[config.mk]
export PLATFORM = sky130hd
export DESIGN_NAME = pll_lock_sequencer_flat
export DESIGN_NICKNAME = d
export VERILOG_FILES = /design/src/rtl/pll_lock_sequencer_if.sv /design/src/rtl/pll_lock_sequencer.sv /design/src/flat_wrapper.sv
export SDC_FILE = /design/constraint.sdc
export NUM_CORES = 1
export LEC_CHECK = 0
export CORE_ASPECT_RATIO = 0.9
export CORE_MARGIN = 8
export CORE_UTILIZATION = 53
export CTS_CLUSTER_DIAMETER = 60
export DETAILED_ROUTE_END_ITERATION = 10
export PLACE_DENSITY = 0.75
export SYNTH_ARGS = -nofsm -noshare
export SYNTH_HDL_FRONTEND = slang
export SYNTH_SLANG_ARGS = --single-unit
[constraint.sdc]
create_clock -name CLK -period 2.14 [get_ports CLK]
set_input_delay 0.535 -clock CLK [delete_from_list [all_inputs] [get_ports CLK]]
set_output_delay 0.535 -clock CLK [all_outputs]
set_load 0.1 [all_outputs]
[src/rtl/pll_lock_sequencer_if.sv]
// Handshake bundle between the PLL lock sequencer and its environment.
// The slave side is the sequencer itself; the master side drives lock/relock.
interface pll_lock_sequencer_if;
   logic       PLL_LOCK;
   logic       FORCE_RELOCK;
   logic       PLL_RESETB;
   logic       SYS_RESETN;
   logic       LOCKED;
   logic       FAULT;
   logic [3:0] RETRY_COUNT;

   modport master (
      output PLL_LOCK,
      output FORCE_RELOCK,
      input  PLL_RESETB,
      input  SYS_RESETN,
      input  LOCKED,
      input  FAULT,
      input  RETRY_COUNT
   );

   modport slave (
      input  PLL_LOCK,
      input  FORCE_RELOCK,
      output PLL_RESETB,
      output SYS_RESETN,
      output LOCKED,
      output FAULT,
      output RETRY_COUNT
   );
endinterface

[src/rtl/pll_lock_sequencer.sv]
// Power-up and lock supervision for the iCE40 PLL: holds the PLL in reset,
// qualifies LOCK, releases system reset, retries on timeout, latches FAULT.
module pll_lock_sequencer #(
   parameter int RST_HOLD_CYCLES     = 100,
   parameter int LOCK_TIMEOUT_CYCLES = 10000,
   parameter int LOCK_STABLE_CYCLES  = 64,
   parameter int MAX_RETRIES         = 3
) (
   input  logic                 CLK,
   input  logic                 RESET,
   pll_lock_sequencer_if.slave  bus
);

   localparam int HW = $clog2(RST_HOLD_CYCLES + 1);
   localparam int TW = $clog2(LOCK_TIMEOUT_CYCLES + 1);
   localparam int SW = $clog2(LOCK_STABLE_CYCLES + 1);

   localparam logic [HW-1:0] HOLD_LAST = HW'(RST_HOLD_CYCLES - 1);
   localparam logic [TW-1:0] TMO_LAST  = TW'(LOCK_TIMEOUT_CYCLES - 1);
   localparam logic [SW-1:0] STB_LAST  = SW'(LOCK_STABLE_CYCLES - 1);
   localparam logic [3:0]    RETRY_MAX = 4'(MAX_RETRIES);

   typedef enum logic [2:0] {
      S_HOLD,
      S_WAIT,
      S_STABLE,
      S_RUN,
      S_FAULT
   } state_t;

   state_t        state_q, state_d;
   logic [HW-1:0] hold_q, hold_d;
   logic [TW-1:0] tmo_q, tmo_d;
   logic [SW-1:0] stab_q, stab_d;
   logic [3:0]    retry_q, retry_d;
   logic [1:0]    sync_q;
   logic          resetb_q, resetb_d;
   logic          run_q, run_d;
   logic          fault_q, fault_d;
   logic          lock_s;

   assign lock_s = sync_q[1];

   // LOCK is meaningless while the PLL sits in reset, so the synchronizer
   // is flushed then and lock qualification starts fresh on release.
   always_ff @(posedge CLK) begin
      if (!RESET || !resetb_q) begin
         sync_q <= '0;
      end else begin
         sync_q <= {sync_q[0], bus.PLL_LOCK};
      end
   end

   always_ff @(posedge CLK) begin
      if (!RESET) begin
         state_q  <= S_HOLD;
         hold_q   <= '0;
         tmo_q    <= '0;
         stab_q   <= '0;
         retry_q  <= '0;
         resetb_q <= 1'b0;
         run_q    <= 1'b0;
         fault_q  <= 1'b0;
      end else begin
         state_q  <= state_d;
         hold_q   <= hold_d;
         tmo_q    <= tmo_d;
         stab_q   <= stab_d;
         retry_q  <= retry_d;
         resetb_q <= resetb_d;
         run_q    <= run_d;
         fault_q  <= fault_d;
      end
   end

   always_comb begin
      state_d = state_q;
      hold_d  = hold_q;
      tmo_d   = tmo_q;
      stab_d  = stab_q;
      retry_d = retry_q;
      if (bus.FORCE_RELOCK) begin
         state_d = S_HOLD;
         hold_d  = '0;
         stab_d  = '0;
         retry_d = '0;
      end else begin
         unique case (state_q)
            S_HOLD: begin
               if (hold_q == HOLD_LAST) begin
                  state_d = S_WAIT;
                  hold_d  = '0;
                  tmo_d   = '0;
               end else begin
                  hold_d = hold_q + 1'b1;
               end
            end
            S_WAIT, S_STABLE: begin
               if (tmo_q == TMO_LAST) begin
                  hold_d = '0;
                  stab_d = '0;
                  if (retry_q < RETRY_MAX) begin
                     retry_d = retry_q + 1'b1;
                     state_d = S_HOLD;
                  end else begin
                     state_d = S_FAULT;
                  end
               end else begin
                  tmo_d = tmo_q + 1'b1;
                  if (!lock_s) begin
                     state_d = S_WAIT;
                     stab_d  = '0;
                  end else if (state_q == S_WAIT) begin
                     if (STB_LAST == '0) begin
                        state_d = S_RUN;
                        stab_d  = '0;
                     end else begin
                        state_d = S_STABLE;
                        stab_d  = SW'(1);
                     end
                  end else if (stab_q == STB_LAST) begin
                     state_d = S_RUN;
                     stab_d  = '0;
                  end else begin
                     stab_d = stab_q + 1'b1;
                  end
               end
            end
            S_RUN: begin
               if (!lock_s) begin
                  state_d = S_HOLD;
                  hold_d  = '0;
                  retry_d = '0;
               end
            end
            S_FAULT: begin
               state_d = S_FAULT;
            end
            default: begin
               state_d = S_HOLD;
               hold_d  = '0;
            end
         endcase
      end
   end

   always_comb begin
      resetb_d = (state_d != S_HOLD) && (state_d != S_FAULT);
      run_d    = (state_d == S_RUN);
      fault_d  = (state_d == S_FAULT);
   end

   assign bus.PLL_RESETB  = resetb_q;
   assign bus.SYS_RESETN  = run_q;
   assign bus.LOCKED      = run_q;
   assign bus.FAULT       = fault_q;
   assign bus.RETRY_COUNT = retry_q;

endmodule
[src/flat_wrapper.sv]
// flat-port wrapper written by rule: the top's interface ports become plain ports
module pll_lock_sequencer_flat 
#(
   parameter int RST_HOLD_CYCLES     = 100,
   parameter int LOCK_TIMEOUT_CYCLES = 10000,
   parameter int LOCK_STABLE_CYCLES  = 64,
   parameter int MAX_RETRIES         = 3
)
  (CLK, RESET, bus_PLL_LOCK, bus_FORCE_RELOCK, bus_PLL_RESETB, bus_SYS_RESETN, bus_LOCKED, bus_FAULT, bus_RETRY_COUNT);
  pll_lock_sequencer_if bus_i ();
  input  logic CLK;
  input  logic RESET;
  input wire logic [$bits(bus_i.PLL_LOCK)-1:0] bus_PLL_LOCK;
  input wire logic [$bits(bus_i.FORCE_RELOCK)-1:0] bus_FORCE_RELOCK;
  output wire logic [$bits(bus_i.PLL_RESETB)-1:0] bus_PLL_RESETB;
  output wire logic [$bits(bus_i.SYS_RESETN)-1:0] bus_SYS_RESETN;
  output wire logic [$bits(bus_i.LOCKED)-1:0] bus_LOCKED;
  output wire logic [$bits(bus_i.FAULT)-1:0] bus_FAULT;
  output wire logic [$bits(bus_i.RETRY_COUNT)-1:0] bus_RETRY_COUNT;
  assign bus_i.PLL_LOCK = bus_PLL_LOCK;
  assign bus_i.FORCE_RELOCK = bus_FORCE_RELOCK;
  assign bus_PLL_RESETB = bus_i.PLL_RESETB;
  assign bus_SYS_RESETN = bus_i.SYS_RESETN;
  assign bus_LOCKED = bus_i.LOCKED;
  assign bus_FAULT = bus_i.FAULT;
  assign bus_RETRY_COUNT = bus_i.RETRY_COUNT;
  pll_lock_sequencer #(.RST_HOLD_CYCLES(RST_HOLD_CYCLES), .LOCK_TIMEOUT_CYCLES(LOCK_TIMEOUT_CYCLES), .LOCK_STABLE_CYCLES(LOCK_STABLE_CYCLES), .MAX_RETRIES(MAX_RETRIES)) u_core (.CLK(CLK), .RESET(RESET), .bus(bus_i));
endmodule
Word level (Yosys, flattened, before mapping)

Cells that the tools add are included.

Add/subtract/negate cells: 4
$lt $le $gt $ge: 1
Eq/ne operators: 15
Multiplexer cells: 24
Bitwise operators: 3
Reductions and logical operators: 13

Operators with widths:

| kind                  | count |
|---|---|
| $mux 7                | 7 |
| $mux 14               | 2 |
| $pmux 14 s2           | 1 |
| $pmux 7 s4            | 1 |
| $mux 3                | 8 |
| $add 14x1->14 const B | 1 |
| $add 7x1->7 const B   | 2 |
| $eq 14x14->1 const B  | 1 |
| $mux 4                | 3 |
| $pmux 3 s4            | 1 |
| $eq 3x2->1 const B    | 3 |
| $pmux 4 s2            | 1 |
| $reduce_and 4->1      | 2 |
| $eq 7x6->1 const B    | 1 |
| $eq 7x7->1 const B    | 1 |
| $eq 3x3->1 const B    | 2 |
| $ne 2x1->1 const B    | 3 |
| $add 4x1->4 const B   | 1 |
| $lt 4x2->1 const B    | 1 |
| $ne 2x2->1 const B    | 2 |
| $reduce_bool 2->1     | 2 |
| $reduce_or 2->1       | 2 |
| $eq 3x1->1 const B    | 1 |
| $logic_not 3->1       | 1 |
| other kinds (7)       | 10 |

Flip-flop bits (word level): 40
Input port bits: 4
Output and inout bits: 8
Logic and storage cells: 69

Depth between registers and ports, before layout

Gate-level depths: netlist (run 1).

Word-level depth: 9
Mapped depth: 8
Gate-level depth less buffers: 6

Least setup slack after synthesis (run 1)

Ideal clock, no wire load.

Path kind: register to register
Start point: reg u_core.retry_q[0] (netlist: u_core.bus.RETRY_COUNT[0])
End point: reg u_core.retry_q[0] (netlist: u_core.bus.RETRY_COUNT[0])
Library setup time: 0.124 ns
Arrival time: 1.885 ns
Slack: 0.131 ns
Stages on the path, launching flop included: 6
Buffers on the path: 0
Cells stage by stage: dfxtp_1 -> ha_1 -> or3_1 -> a2111oi_0 -> nor2_1 -> mux2i_1

Longest elaborated chain between the ends: 4
Elaborated cells between the ends (all ways): 7
Those cells by class: add/sub (1); order compare (1); eq/ne (1); mux (3); reduce/logical (1)

RTL lines:

| item                   | line                      | text |
|---|---|---|
| from (decl)            | pll_lock_sequencer.sv:35  | `logic [3:0] retry_q, retry_d;` |
| from (signal assigned) | pll_lock_sequencer.sv:69  | `retry_q <= retry_d;` |
| $add 4x1->4            | pll_lock_sequencer.sv:103 | `retry_d = retry_q + 1'b1;` |
| $mux 4                 | pll_lock_sequencer.sv:102 | `if (retry_q < RETRY_MAX) begin` |
| $mux 4                 | pll_lock_sequencer.sv:99  | `if (tmo_q == TMO_LAST) begin` |
| $pmux 4 s2             | pll_lock_sequencer.sv:88  | `unique case (state_q)` |

Parallel ways exist; a longest one is shown, timed or not. The select of a mux whose other input is x is not followed.
A chain may end at the register's enable or synchronous reset.

Worst setup path in the final report (run 1)

Start point: reg u_core.tmo_q[0]
End point: reg u_core.stab_q[5]

Longest elaborated chain between the ends: 2

RTL lines:

| item                   | line                     | text |
|---|---|---|
| from (decl)            | pll_lock_sequencer.sv:33 | `logic [TW-1:0] tmo_q, tmo_d;` |
| from (signal assigned) | pll_lock_sequencer.sv:67 | `tmo_q <= tmo_d;` |
| $eq 14x14->1           | pll_lock_sequencer.sv:99 |  |
| $mux 7                 | pll_lock_sequencer.sv:99 |  |
| to (signal assigned)   | pll_lock_sequencer.sv:68 | `stab_q <= stab_d;` |
| to (decl)              | pll_lock_sequencer.sv:34 | `logic [SW-1:0] stab_q, stab_d;` |

Every way passes these cells.

==> metrics.md, run 1 <==
| Metric | Value |
|---|---|
| Number of buffers created by CTS | 5 |
| Antenna diode count | 0 |
| Worst clock skew on the final layout | a little under 0.006 ns |
| Number of fill cells | about 300 |
| Unrepaired setup endpoints after global routing | false |
| Layout-stage area growth over the synthesis result | 19.3% |
| Final weighted congestion in routability-driven placement | approximately 0.85 |
| Leakage | around 0.93 nW |
| Worst-path clk slew | around 0.080 ns |
| Final layout net count | between 200 and 300 |
| Kind of capture point of the worst setup path | flip-flop |
| Most frequent cells in the layout | dfxtp_1, buf_4, nor2_1 |
| Most common cell after layout, fill and taps aside | dfxtp_1 |
| Largest net degree at the start of global routing | 15 |
| Post-detailed-placement cell area | about 2300 µm² |
| Share of async-settable or async-resettable flops after synthesis | 0% |
| Final Slew Violations | 0 |
| Clock latency reported for the late side of the worst-skew pair | approximately 0.30 ns |
| Antenna violation net count after detailed routing | 0 |
| Post-synthesis cell count | about 240 |
| Critical path data required time | about 2.4 ns |
| DP HPWL | approximately 3.3 mm |
| Type of the most critical hold path | flip-flop to flip-flop |
| Post-synth cell types | 49 |
| Final standard cell area without fillers | 2430 µm² |
| Launching element type of the critical path | flip-flop |
| Share of post-route cells with drive strength above 1 | ~18% |
| Final count of negative-setup-slack endpoints | 0 |
| EDFF count, synth | 0 |
| Power per Cell Area | around 580 nW/µm² |
| Core Rows | 21 |
| Drt first-iter violations | 137 |
| Flip-flop cell with the highest count after synthesis | dfxtp_1 |
| Total Wirelength | roughly 4.6 mm |
| Type of the setup path with the least slack | flip-flop to flip-flop |
| Clock tree buffer depth | 2 |
| Die width | between 80 and 90 µm |
| Time the worst path needs with I/O delays and setup | between 2 and 2.5 ns |
| Maximum clock frequency | ~500 MHz |
| I/O pin cnt | 12 |
| TritonCTS clock tree | yes |
| CTS Root Buffer Type | clkbuf_8 |
| Period utilisation layout | 94.8% |
| Result of the run | completed |
| DIE AREA | around 6100 µm² |
| H-Tree Level Count | 2 |
| Global-route wire length before repair | 7.94 mm |
| Summed instance area of the synthesized netlist | 2040 µm² |
| Quantity of hold-fixing buffers added after cts | 0 |
| Relative max-transition margin | around 73% |
| Number of antenna violations at the first check in global routing | 0 |
| Number of flip-flops and latches in the synthesized netlist | 40 |
| Total negative slack | 0 ns |
| Starting Density | a little under three fifths |
| Syn_area_per_cell | between 8 and 9 µm² |
| Number of global-route vias before repair | around 1700 |
| Yosys top cell area share | a little under 40% |
| Total Routing Usage GR | ~16% |
| Count of input and output buffers | 11 |
| Residual overflow from global routing | 0 |
| Measured slew at the worst slew-check pin | approximately 0.39 ns |
| Drt first pass iters | 4 |
| Post-route DRC violation count | 0 |
| Die boundary height | approximately 75 µm |
| Number of placed instances, taps included | 312 |
| Net Count, Synth | 250 |
| Area contributors post-synth | dfxtp_1, nor2_1, or3_1 |
| Number of synthesis warnings | 0 |
| Total core area | ~3700 µm² |
| Count of max-cap constraint violations | 0 |
| Mean number of vias per cell | between 5 and 6 |
| Final cell count without fillers | approximately 320 |
| VDD IR max | around 0.38 mV |
| Clk sinks | 40 |
| Cell type with the largest total area after synthesis | dfxtp_1 |
| Number of hold violations in the final report | 0 |
| WL/cell | ~14 µm |
| Sequential-to-total area share from yosys stat | 39.2% |
| Maximum net fanout on the critical path | 11 |
| Worst EP arrival | around 2.3 ns |
| Via total after detailed routing | between 1500 and 2000 |
-- worst max-delay path: stages (launching register included) --
cell and delay (ns):
dfxtp_1 0.33, ha_1 0.24, and2_1 0.20, and4_2 0.27
or3_1 0.42, or3_1 0.36, a31oi_1 0.15
-- kinds of logic (layout without fill, tap and decap cells) --
group	Yosys count	count (layout)	share of synthesized area, %
compound gates	58	58	18.2
flops	40	40	39.2
xor+xnor	8	8	3.80
buf+inv	12	45	2.94
mux	4	4	1.96
fa+ha+maj	4	4	2.45
simple gates	116	116	31.4
-- registers in the layout, indices dropped and copies added, names as in the netlist --
register	flops
u_core.bus.PLL_RESETB	1
u_core.bus.LOCKED	1
u_core.state_q	3
u_core.bus.RETRY_COUNT	4
u_core.sync_q	2
u_core.hold_q	7
u_core.stab_q	7
u_core.tmo_q	14
u_core.bus.FAULT	1
-- cells in the mapped netlist (3+ instances only) --
| cell type | instances |
|---|---|
| a21oi_1 | 11 |
| buf_2 | 3 |
| nand3b_1 | 3 |
| nand2_1 | 19 |
| clkbuf_1 | 7 |
| nor3b_1 | 3 |
| ha_1 | 4 |
| o22ai_1 | 3 |
| a22oi_1 | 3 |
| or3_1 | 13 |
| nand4_1 | 4 |
| and2_1 | 4 |
| nor3_1 | 4 |
| nand2b_1 | 6 |
| nor2_1 | 27 |
| and3_1 | 10 |
| dfxtp_1 | 40 |
| nor4_1 | 3 |
| o21ai_0 | 15 |
| o211ai_1 | 6 |
| a31oi_1 | 5 |
| mux2i_1 | 4 |
| nand3_1 | 9 |
| xor2_1 | 5 |
-- metal layers --
layer  wire, µm  GRT usage (%)  up-vias
met1       2280           22.0      853
met5          0              0        -
met3        229           3.70        7
li1           -              -      946
met4         64           6.34        0
met2       2030           24.8       51
-- layout make-up --
| class | instances | area (µm²) | area share, % |
|---|---|---|---|
| clock buffer | 6 | 72.6 | 2.98 |
| clock inverter | 2 | 35.0 | 1.44 |
| multi-input combinational | 190 | 1180 | 48.5 |
| sequential | 40 | 801 | 32.9 |
| tap | 46 | 57.6 | 2.36 |
| timing repair buffer | 37 | 288 | 11.8 |
-- metrics by stage --
stage	util [%]	total power (W)	worst slack, ns	hold WS [ns]
after floorplan	-	0.000789	0.131	0.410
after global placement	62.5	0.000811	-0.116	0.428
after detailed placement	62.5	0.000812	-0.186	0.431
after CTS	65.4	0.00142	0.0904	0.444
after global routing	65.7	0.00145	0.00335	0.475
final	65.7	0.00141	0.112	0.449
-- final timing paths --
check	startpoint	endpoint	slack, ns	cells after the start
max reg2reg	u_core.tmo_q[0]	u_core.stab_q[5]	0.11	6
max	u_core.tmo_q[0]	u_core.stab_q[5]	0.11	6
min	u_core.stab_q[6]	u_core.stab_q[6]	0.45	2
min reg2reg	u_core.stab_q[6]	u_core.stab_q[6]	0.45	2
-- repair_timing --
item | in CTS | in global routing
endpoints found under the hold margin | 0 | 0
setup buffers | 0 | 1
resized for setup | 0 | 2
setup endpoints to repair | 0 | 11
-- power breakdown --
part	internal, W	switching [W]
Combinational	0.0000213	0.0000238
Sequential	0.000746	0.00000274
Clock	0.000346	0.000267
Note: power is estimated with default switching activity, not from simulation.
==> run 2, diff against run 1 <==
--- a/config.mk
+++ b/config.mk
@@ -11,6 +11,8 @@
 export CTS_CLUSTER_DIAMETER = 60
 export DETAILED_ROUTE_END_ITERATION = 10
 export PLACE_DENSITY = 0.75
+export RECOVER_POWER = 25
+export REMOVE_ABC_BUFFERS = 1
 export SYNTH_ARGS = -nofsm -noshare
 export SYNTH_HDL_FRONTEND = slang
 export SYNTH_SLANG_ARGS = --single-unit
==> run 2 against run 1 <==
Via count shrank 0.54%; sequential power is essentially flat; worst setup slack gained 0.0017 ns; final area shrank 0.67%; flip-flop and latch count is the same; combinational power shrank 9.8%; global-route usage shrank 1.1 points; clock skew grew 0.0036 ns; maximum frequency is essentially flat; largest power group unchanged; wire length shrank 4.0%; count of clock-buffer cells in the layout is the same.
==> metrics.md, run 2 (synthesis results as in run 1) <==
| Metric | Value |
|---|---|
| Result of the run | completed |
| DIE AREA | between 6000 and 7000 µm² |
| Mean number of vias per cell | 5.70 |
| Critical Path Max Stage Delay | roughly 0.43 ns |
| H-Tree Level Count | 2 |
| Register bank with the most flops | u_core.tmo_q |
| Maximum net fanout on the critical path | 9 |
| Period utilisation layout | a little over nine tenths |
| Critical path data required time | 2.36 ns |
| Number of flip-flops under the largest register name | 14 |
| Maximum clock frequency | approximately 500 MHz |
| Worst-path clk slew | around 0.070 ns |
| WL/cell | approximately 14 µm |
| Die width | about 81 µm |
| Final weighted congestion in routability-driven placement | 0.838 |
| Total Wirelength | ~4.4 mm |
| CTS Root Buffer Type | clkbuf_8 |
| Final Slew Violations | 0 |
| Final cell count without fillers | 324 |
| Unrepaired setup endpoints after global routing | false |
| Clk sinks | 40 |
| Post-route DRC violation count | 0 |
| Global-route wire length before repair | around 7.5 mm |
| Number of buffers created by CTS | 5 |
| Starting Density | between 50% and 60% |
| DP HPWL | 3.35 mm |
| Most frequent cells in the layout | dfxtp_1, nor2_1, buf_4 |
| Launching element type of the critical path | flip-flop |
| Type of the setup path with the least slack | flip-flop to flip-flop |
| Launch point of the worst reg-to-reg path | u_core.tmo_q[0] |
| Worst clock skew on the final layout | around 0.0094 ns |
| Via total after detailed routing | roughly 1800 |
| TritonCTS clock tree | yes |
| Drt first-iter violations | 129 |
| VDD IR max | between 0.3 and 0.4 mV |
| Time the worst path needs with I/O delays and setup | roughly 2.0 ns |
| Final layout net count | roughly 290 |
| Residual overflow from global routing | 0 |
| Final count of negative-setup-slack endpoints | 0 |
| Core Rows | 21 |
| Count of input and output buffers | 11 |
| Total negative slack | 0 ns |
| Share of post-route cells with drive strength above 1 | between 15 and 20% |
| Measured slew at the worst slew-check pin | 0.548 ns |
| Drt first pass iters | 4 |
| Count of max-cap constraint violations | 0 |
| Die boundary height | roughly 75 µm |
| Number of antenna violations at the first check in global routing | 0 |
| Number of global-route vias before repair | about 1700 |
| Relative max-transition margin | between 60% and 70% |
| Power per Cell Area | 545 nW/µm² |
| Antenna violation net count after detailed routing | 0 |
| Worst EP arrival | around 2.2 ns |
| Type of the most critical hold path | flip-flop to flip-flop |
| Clock latency reported for the late side of the worst-skew pair | 0.29 ns |
| Clock tree buffer depth | 2 |
| CP max-delay cell | or3_1 |
| Startpoint of the worst hold path | u_core.stab_q[6] |
| Number of placed instances, taps included | approximately 320 |
| Biggest registers after layout | u_core.tmo_q (14), u_core.hold_q (7), u_core.stab_q (7) |
| Most used cell along the critical path | or3_1 |
| CP Launch Point | u_core.tmo_q[0] |
| Largest net degree at the start of global routing | 14 |
| Total core area | between 3000 and 4000 µm² |
| Number of buffers inserted by post-CTS setup repair | 0 |
| Most common cell after layout, fill and taps aside | dfxtp_1 |
| I/O pin cnt | 12 |
| Number of hold violations in the final report | 0 |
| Quantity of hold-fixing buffers added after cts | 0 |
| Leakage | 0.922 nW |
| Kind of capture point of the worst setup path | flip-flop |
| Worst-path cell chain | ha_1 -> and2_1 -> and4_1 -> or3_1 -> or3_1 -> a31oi_1 |
| Total Routing Usage GR | between 10% and 20% |
| Antenna diode count | 0 |
| Layout-stage area growth over the synthesis result | 18.5% |
## run 2: layout make-up
type,instances,area (µm²)
clock buffer,6,82.6
clock inverter,2,15.0
fill,315,1290
multi-input combinational,190,1180
sequential,40,801
tap,46,57.6
timing repair buffer,40,283
## run 2: critical path, delay by kind of cell, from the launching register on
family | cells | cell delay, ns
compound gates | 1 | 0.15
flops | 1 | 0.33
fa+ha+maj | 1 | 0.24
simple gates | 4 | 1.24
## run 2: timing repair
action,in CTS,in global routing
hold endpoints to repair,0,0
endpoints found under the setup margin,0,3
gates resized for setup,0,2
## run 2: metal layers
layer	vias to the layer above	track usage, %	share of wire [%]
met4	0	4.95	0.91
met2	36	23.7	44
met1	849	20.6	50
li1	957	-	-
met3	5	3.34	5.2
met5	-	0	0
## run 2: stage by stage
stage	total power [W]	hold slack [ns]	instance area (µm²)	setup WS, ns	utilization (%)
CTS	0.00133	0.437	2440	0.111	66.0
global route	0.00136	0.471	2420	0.0126	65.3
finish	0.00132	0.436	2420	0.113	65.3
floorplan	0.000784	0.410	1980	0.0518	-
detailed placement	0.000810	0.426	2350	-0.200	63.3
global placement	0.000809	0.425	2350	-0.175	63.3
## run 2: where the power goes
group | leakage, nW | internal, W | total, W | switching, W
clock network | 0.0434 | 0.000261 | 0.000527 | 0.000266
registers | 0.322 | 0.000746 | 0.000749 | 0.00000292
logic | 0.556 | 0.0000180 | 0.0000407 | 0.0000227
total | 0.922 | 0.00103 | 0.00132 | 0.000292
## run 2: final timing paths
kind / end / slack [ns] / cells past startpoint
max: u_core.stab_q[5] / 0.11 / 6
min: u_core.stab_q[6] / 0.44 / 2
max reg2reg: u_core.stab_q[5] / 0.11 / 6
min reg2reg: u_core.stab_q[6] / 0.44 / 2
==> RTL edit 1: new RTL, flow settings as in run 1 <==
`LOCK_STABLE_CYCLES` is set to 64 in 2 places; all go to 32.
--- a/src/rtl/pll_lock_sequencer.sv
+++ b/src/rtl/pll_lock_sequencer.sv
@@ -5,3 +5,3 @@
    parameter int LOCK_TIMEOUT_CYCLES = 10000,
-   parameter int LOCK_STABLE_CYCLES  = 64,
+   parameter int LOCK_STABLE_CYCLES  = 32,
    parameter int MAX_RETRIES         = 3
--- a/src/flat_wrapper.sv
+++ b/src/flat_wrapper.sv
@@ -5,3 +5,3 @@
    parameter int LOCK_TIMEOUT_CYCLES = 10000,
-   parameter int LOCK_STABLE_CYCLES  = 64,
+   parameter int LOCK_STABLE_CYCLES  = 32,
    parameter int MAX_RETRIES         = 3
Function: same outputs for any inputs over 10 cycles, from zero or initial values and one cycle with RESET low; that may be too few to reach the edited logic, so the function may still have changed.
==> RTL edit 1 against run 1 <==
- routed wire length increased by 2.5%
- first-iteration DRC count increased by 12%
- design area grew 0.41%
- synthesized area is 1.2% lower
- worst setup slack worse by 0.064 ns
- die area down 0.98%
- non-clock buffer count rose by 3
- critical path depth fell by 1
- combinational power is 3% lower
- total power is 6.5% lower
- synthesized cell count grew 0.41%
- sequential cell count shrank 1
- critical path type unchanged
- largest cell class unchanged
==> RTL edit 1: results (changes against run 1) <==
| Metric | Value |
|---|---|
| Register area | `782 um2 (-2.3%)` |
| GP Congestion | `0.853 (+0.16%)` |
| # fillers | `321 (+8.4%)` |
| Met2 Use GR | `23.7% (-1.1 points)` |
| Seq/Total Area, Yosys | `38.7% (-0.51 points)` |
| #MultiIn Comb | `189 (-0.53%)` |
| WL met2 | `2070 um (+1.9%)` |
| Sequential Power Share | `55.4% (+2.2 points)` |
| Inverters | `3 (+3)` |
| Commonest cells in the netlist | `39 x dfxtp_1, 27 x a21oi_1, 22 x nand2_1` |
| Post-synthesis mux area share | `1.49% (-0.47 points)` |
| Largest net degree at the start of global routing | `17 (+2)` |
| Sw power | `273 uW (-6.8%)` |
| Combinational Power | `43.9 uW (-3%)` |
| Sequential share of cell area | `32.0% (-0.90 points)` |
| Proportion of cell area spent on the clock network | `4.09% (-0.33 points)` |
| Power Internal | `1.04 mW (-6.4%)` |
| Iteration-0 DRC Markers | `154 (+12%)` |
| Setup Skew | `0.00446 ns (-0.00131 ns)` |
| # nets final | `286 (+1.4%)` |
| Biggest regs | `u_core.tmo_q x14, u_core.hold_q x7, u_core.stab_q x6` |
| First-pass GRT wire length | `7850 um (-1.0%)` |
| Run status | `finished, final reports clean` |
| Layout cell share with drive strength beyond 1 | `19.7% (+1.9 points)` |
| Routed via count | `1961 (+5.6%)` |
| Synthesized net count | `251 (+0.40%)` |
| M1 WL | `2310 um (+1.3%)` |
| Post-synthesis area per instance | `8.29 um2 (-1.6%)` |
| Routed WL | `4710 um (+2.5%)` |
| Post-place setup slack | `-0.0417 ns (+0.145 ns)` |
| Drt wl/cell | `14.5 um (+1.2%)` |
| Post-DP Area | `2310 um2 (-0.43%)` |
| Library cells used by synthesis | `53 (+8.2%)` |
| XOR/XNOR share of the synthesized area | `0.435% (-3.4 points)` |
| Worst stage delay on the critical path | `0.53 ns (+0.11 ns)` |
| Post-synthesis adder-cell area fraction | `2.48% (+0.030 points)` |
| Grt met1 use | `22.7% (+0.70 points)` |
| All-layer global routing usage | `16.4% (+0.019 points)` |
| Ranking of synthesized cells by area | `dfxtp_1 39%, a21oi_1 6.7%, o21ai_0 4.2%` |
| Arrival time worst endpoint | `2.32 ns (+0.06 ns)` |
| Clock buf count | `8 (+2)` |
| Signal buf overhead | `12.6% (+0.77 points)` |
| Met3 GRT Util | `3.74% (+0.045 points)` |
| Non-clock buffers | `40 (+8.1%)` |
-- RTL edit 1: changes by cell type after synthesis, moves of 3 or more --
cell             run 1  this run
nor2_1              27        12
nand2_1             19        22
o211ai_1             6         1
nor3_1               4         7
o31ai_1              1         8
or3_1               13        10
inv_1                0         3
or2_2                0         3
and3_1              10         2
xor2_1               5         0
nand4_1              4         1
clkbuf_1             7        10
or4_1                0         9
a21oi_1             11        27
-- RTL edit 1: worst paths after layout --
check | from | end | slack, ns | cells past startpoint
worst min-delay path | u_core.sync_q[0] | u_core.sync_q[1] | 0.47 | 1
worst max-delay path | u_core.hold_q[3] | u_core.tmo_q[6] | 0.05 | 5
worst min register to register | u_core.sync_q[0] | u_core.sync_q[1] | 0.47 | 1
worst max register to register | u_core.hold_q[3] | u_core.tmo_q[6] | 0.05 | 5
==> RTL edit 2: new RTL, settings of run 1 <==
Without the edit above. The 5 states of `state_t` get a one-hot encoding in 5 bits.
--- a/src/rtl/pll_lock_sequencer.sv
+++ b/src/rtl/pll_lock_sequencer.sv
@@ -22,8 +22,8 @@
 
-   typedef enum logic [2:0] {
-      S_HOLD,
-      S_WAIT,
-      S_STABLE,
-      S_RUN,
-      S_FAULT
+   typedef enum logic [4:0] {
+      S_HOLD   = 5'b00001,
+      S_WAIT   = 5'b00010,
+      S_STABLE = 5'b00100,
+      S_RUN    = 5'b01000,
+      S_FAULT  = 5'b10000
    } state_t;
Formal check against the unedited RTL: same outputs for any inputs over 10 cycles, from zero or initial values and one cycle with RESET low; not proved beyond that.
==> RTL edit 2 against run 1 <==
- fmax up 1.4%
- final cell count down 0.93%
- combinational power down 8.6%
- sequential cell count up 2
- routed wire length up 5.7%
- worst setup slack better by 0.029 ns
- clock power down 20%
- synthesized cell count up 4.1%
- synthesized area up 5.0%
- clock skew about the same
- total power down 6.4%
- design area down 1.3%
- non-clock buffer count down 12
==> RTL edit 2: results (changes against run 1) <==
| Metric | Value |
|---|---|
| Hold_ws | `0.437 ns (-0.0120 ns)` |
| Relative slew slack | `73.3% (about the same)` |
| Ranking of synthesized cells by area | `dfxtp_1 39%, xnor2_1 4.9%, nor2_1 4.6%` |
| Arrival time worst endpoint | `2.19 ns (-0.07 ns)` |
| Worst-Skew Late Latency | `0.30 ns (about the same)` |
| Post-DP Area | `2320 um2 (+0.32%)` |
| DPL Wire Length | `3450 um (+4.0%)` |
| Crit path launch | `bus_FORCE_RELOCK` |
| XOR/XNOR share of the synthesized area | `5.72% (+1.9 points)` |
| GP Congestion | `0.888 (+4.3%)` |
| Worst r2r path cells | `4 (-2)` |
| Run status | `finished, final reports clean` |
| Seq/Total Area, Yosys | `39.2% (about the same)` |
| Routed WL | `4860 um (+5.7%)` |
| Post-synthesis area per instance | `8.51 um2 (+0.86%)` |
| Post-synthesis mux area share | `0.934% (-1.0 points)` |
| Routed via count | `1887 (+1.6%)` |
| Iteration-0 DRC Markers | `187 (+36%)` |
| Largest net degree at the start of global routing | `21 (+6)` |
| Layout cell share with drive strength beyond 1 | `14.1% (-3.7 points)` |
| Commonest cells in the netlist | `42 x dfxtp_1, 26 x nor2_1, 24 x nand2_1` |
| Inst Count DP | `311 (-0.32%)` |
| All-layer global routing usage | `15.2% (-1.2 points)` |
| Post-synthesis adder-cell area fraction | `2.34% (-0.12 points)` |
| Setup ws final | `0.141 ns (+0.0289 ns)` |
| Worst hold path cell count | `2 (unchanged)` |
| Crit Path Max Fanout | `2 (-9)` |
| Leakage | `0.839 nW (-9.6%)` |
| Worst R2R Setup Slack | `0.22 ns (+0.11 ns)` |
| Worst R2R Start | `u_core.state_q[3]` |
| Number of global-route vias before repair | `1776 (+3.6%)` |
| # nets final | `278 (-1.4%)` |
| Post-place setup slack | `-0.176 ns (+0.0101 ns)` |
| Peak VDD IR | `0.000459 V (+22%)` |
| Critical path capture point | `u_core.tmo_q[13]` |
| Setup Skew | `0.00543 ns (-0.000336 ns)` |
| Vias/cell | `5.93 (+2.6%)` |
| First-pass GRT wire length | `8270 um (+4.3%)` |
| Reg-to-Reg End | `u_core.tmo_q[7]` |
| Switching Fraction | `22.4% (+1.6 points)` |
| Library cells used by synthesis | `46 (-6.1%)` |
| Synthesized net count | `260 (+4.0%)` |
[RTL edit 2: changes by cell type in the layout (fill, tap and decap cells not counted), moves of 4 or more]
| cell | before | now |
|---|---|---|
| a211oi_1 | 0 | 6 |
| or3_1 | 13 | 3 |
| nor3_1 | 4 | 8 |
| o211ai_1 | 6 | 2 |
| nand2_1 | 19 | 24 |
| inv_1 | 0 | 4 |
| and3_1 | 10 | 5 |
| nand3_1 | 9 | 13 |
| nand2b_1 | 6 | 2 |
| a21oi_1 | 11 | 17 |
| xnor2_1 | 2 | 12 |
| buf_4 | 34 | 22 |
[RTL edit 2: layer usage]
metal / global-route usage, % / wire [um] / vias to the layer above
li1: - / - / 944
met1: 21.9 / 2480 / 876
met2: 21.1 / 2010 / 60
met3: 3.53 / 318 / 7
met4: 5.61 / 50 / 0
met5: 0 / 0 / -
[RTL edit 2: layout make-up]
type | instances | area (um2)
sequential | 42 | 841
clock buffer | 5 | 68.8
multi-input combinational | 192 | 1210
timing repair buffer | 25 | 195
clock inverter | 2 | 10.0
fill | 339 | 1590
inverter | 4 | 15.0
tap | 48 | 60.1
[RTL edit 2: critical path: stages]
cell,delay (ns)
clkdlybuf4s50_1,0.42
nand4b_1,0.19
or4bb_1,0.51
a211oi_1,0.31
xnor2_1,0.18
nor2_1,0.05
[RTL edit 2: power groups by stage]
stage / Clock, mW / Combinational (mW) / Sequential [mW]
6_report: 0.491 / 0.0412 / 0.784
5_1_grt: 0.532 / 0.0450 / 0.785
4_1_cts: 0.502 / 0.0408 / 0.784
3_5_place_dp: 0 / 0.0406 / 0.803
3_3_place_gp: 0 / 0.0403 / 0.803
2_1_floorplan: 0 / 0.0184 / 0.802
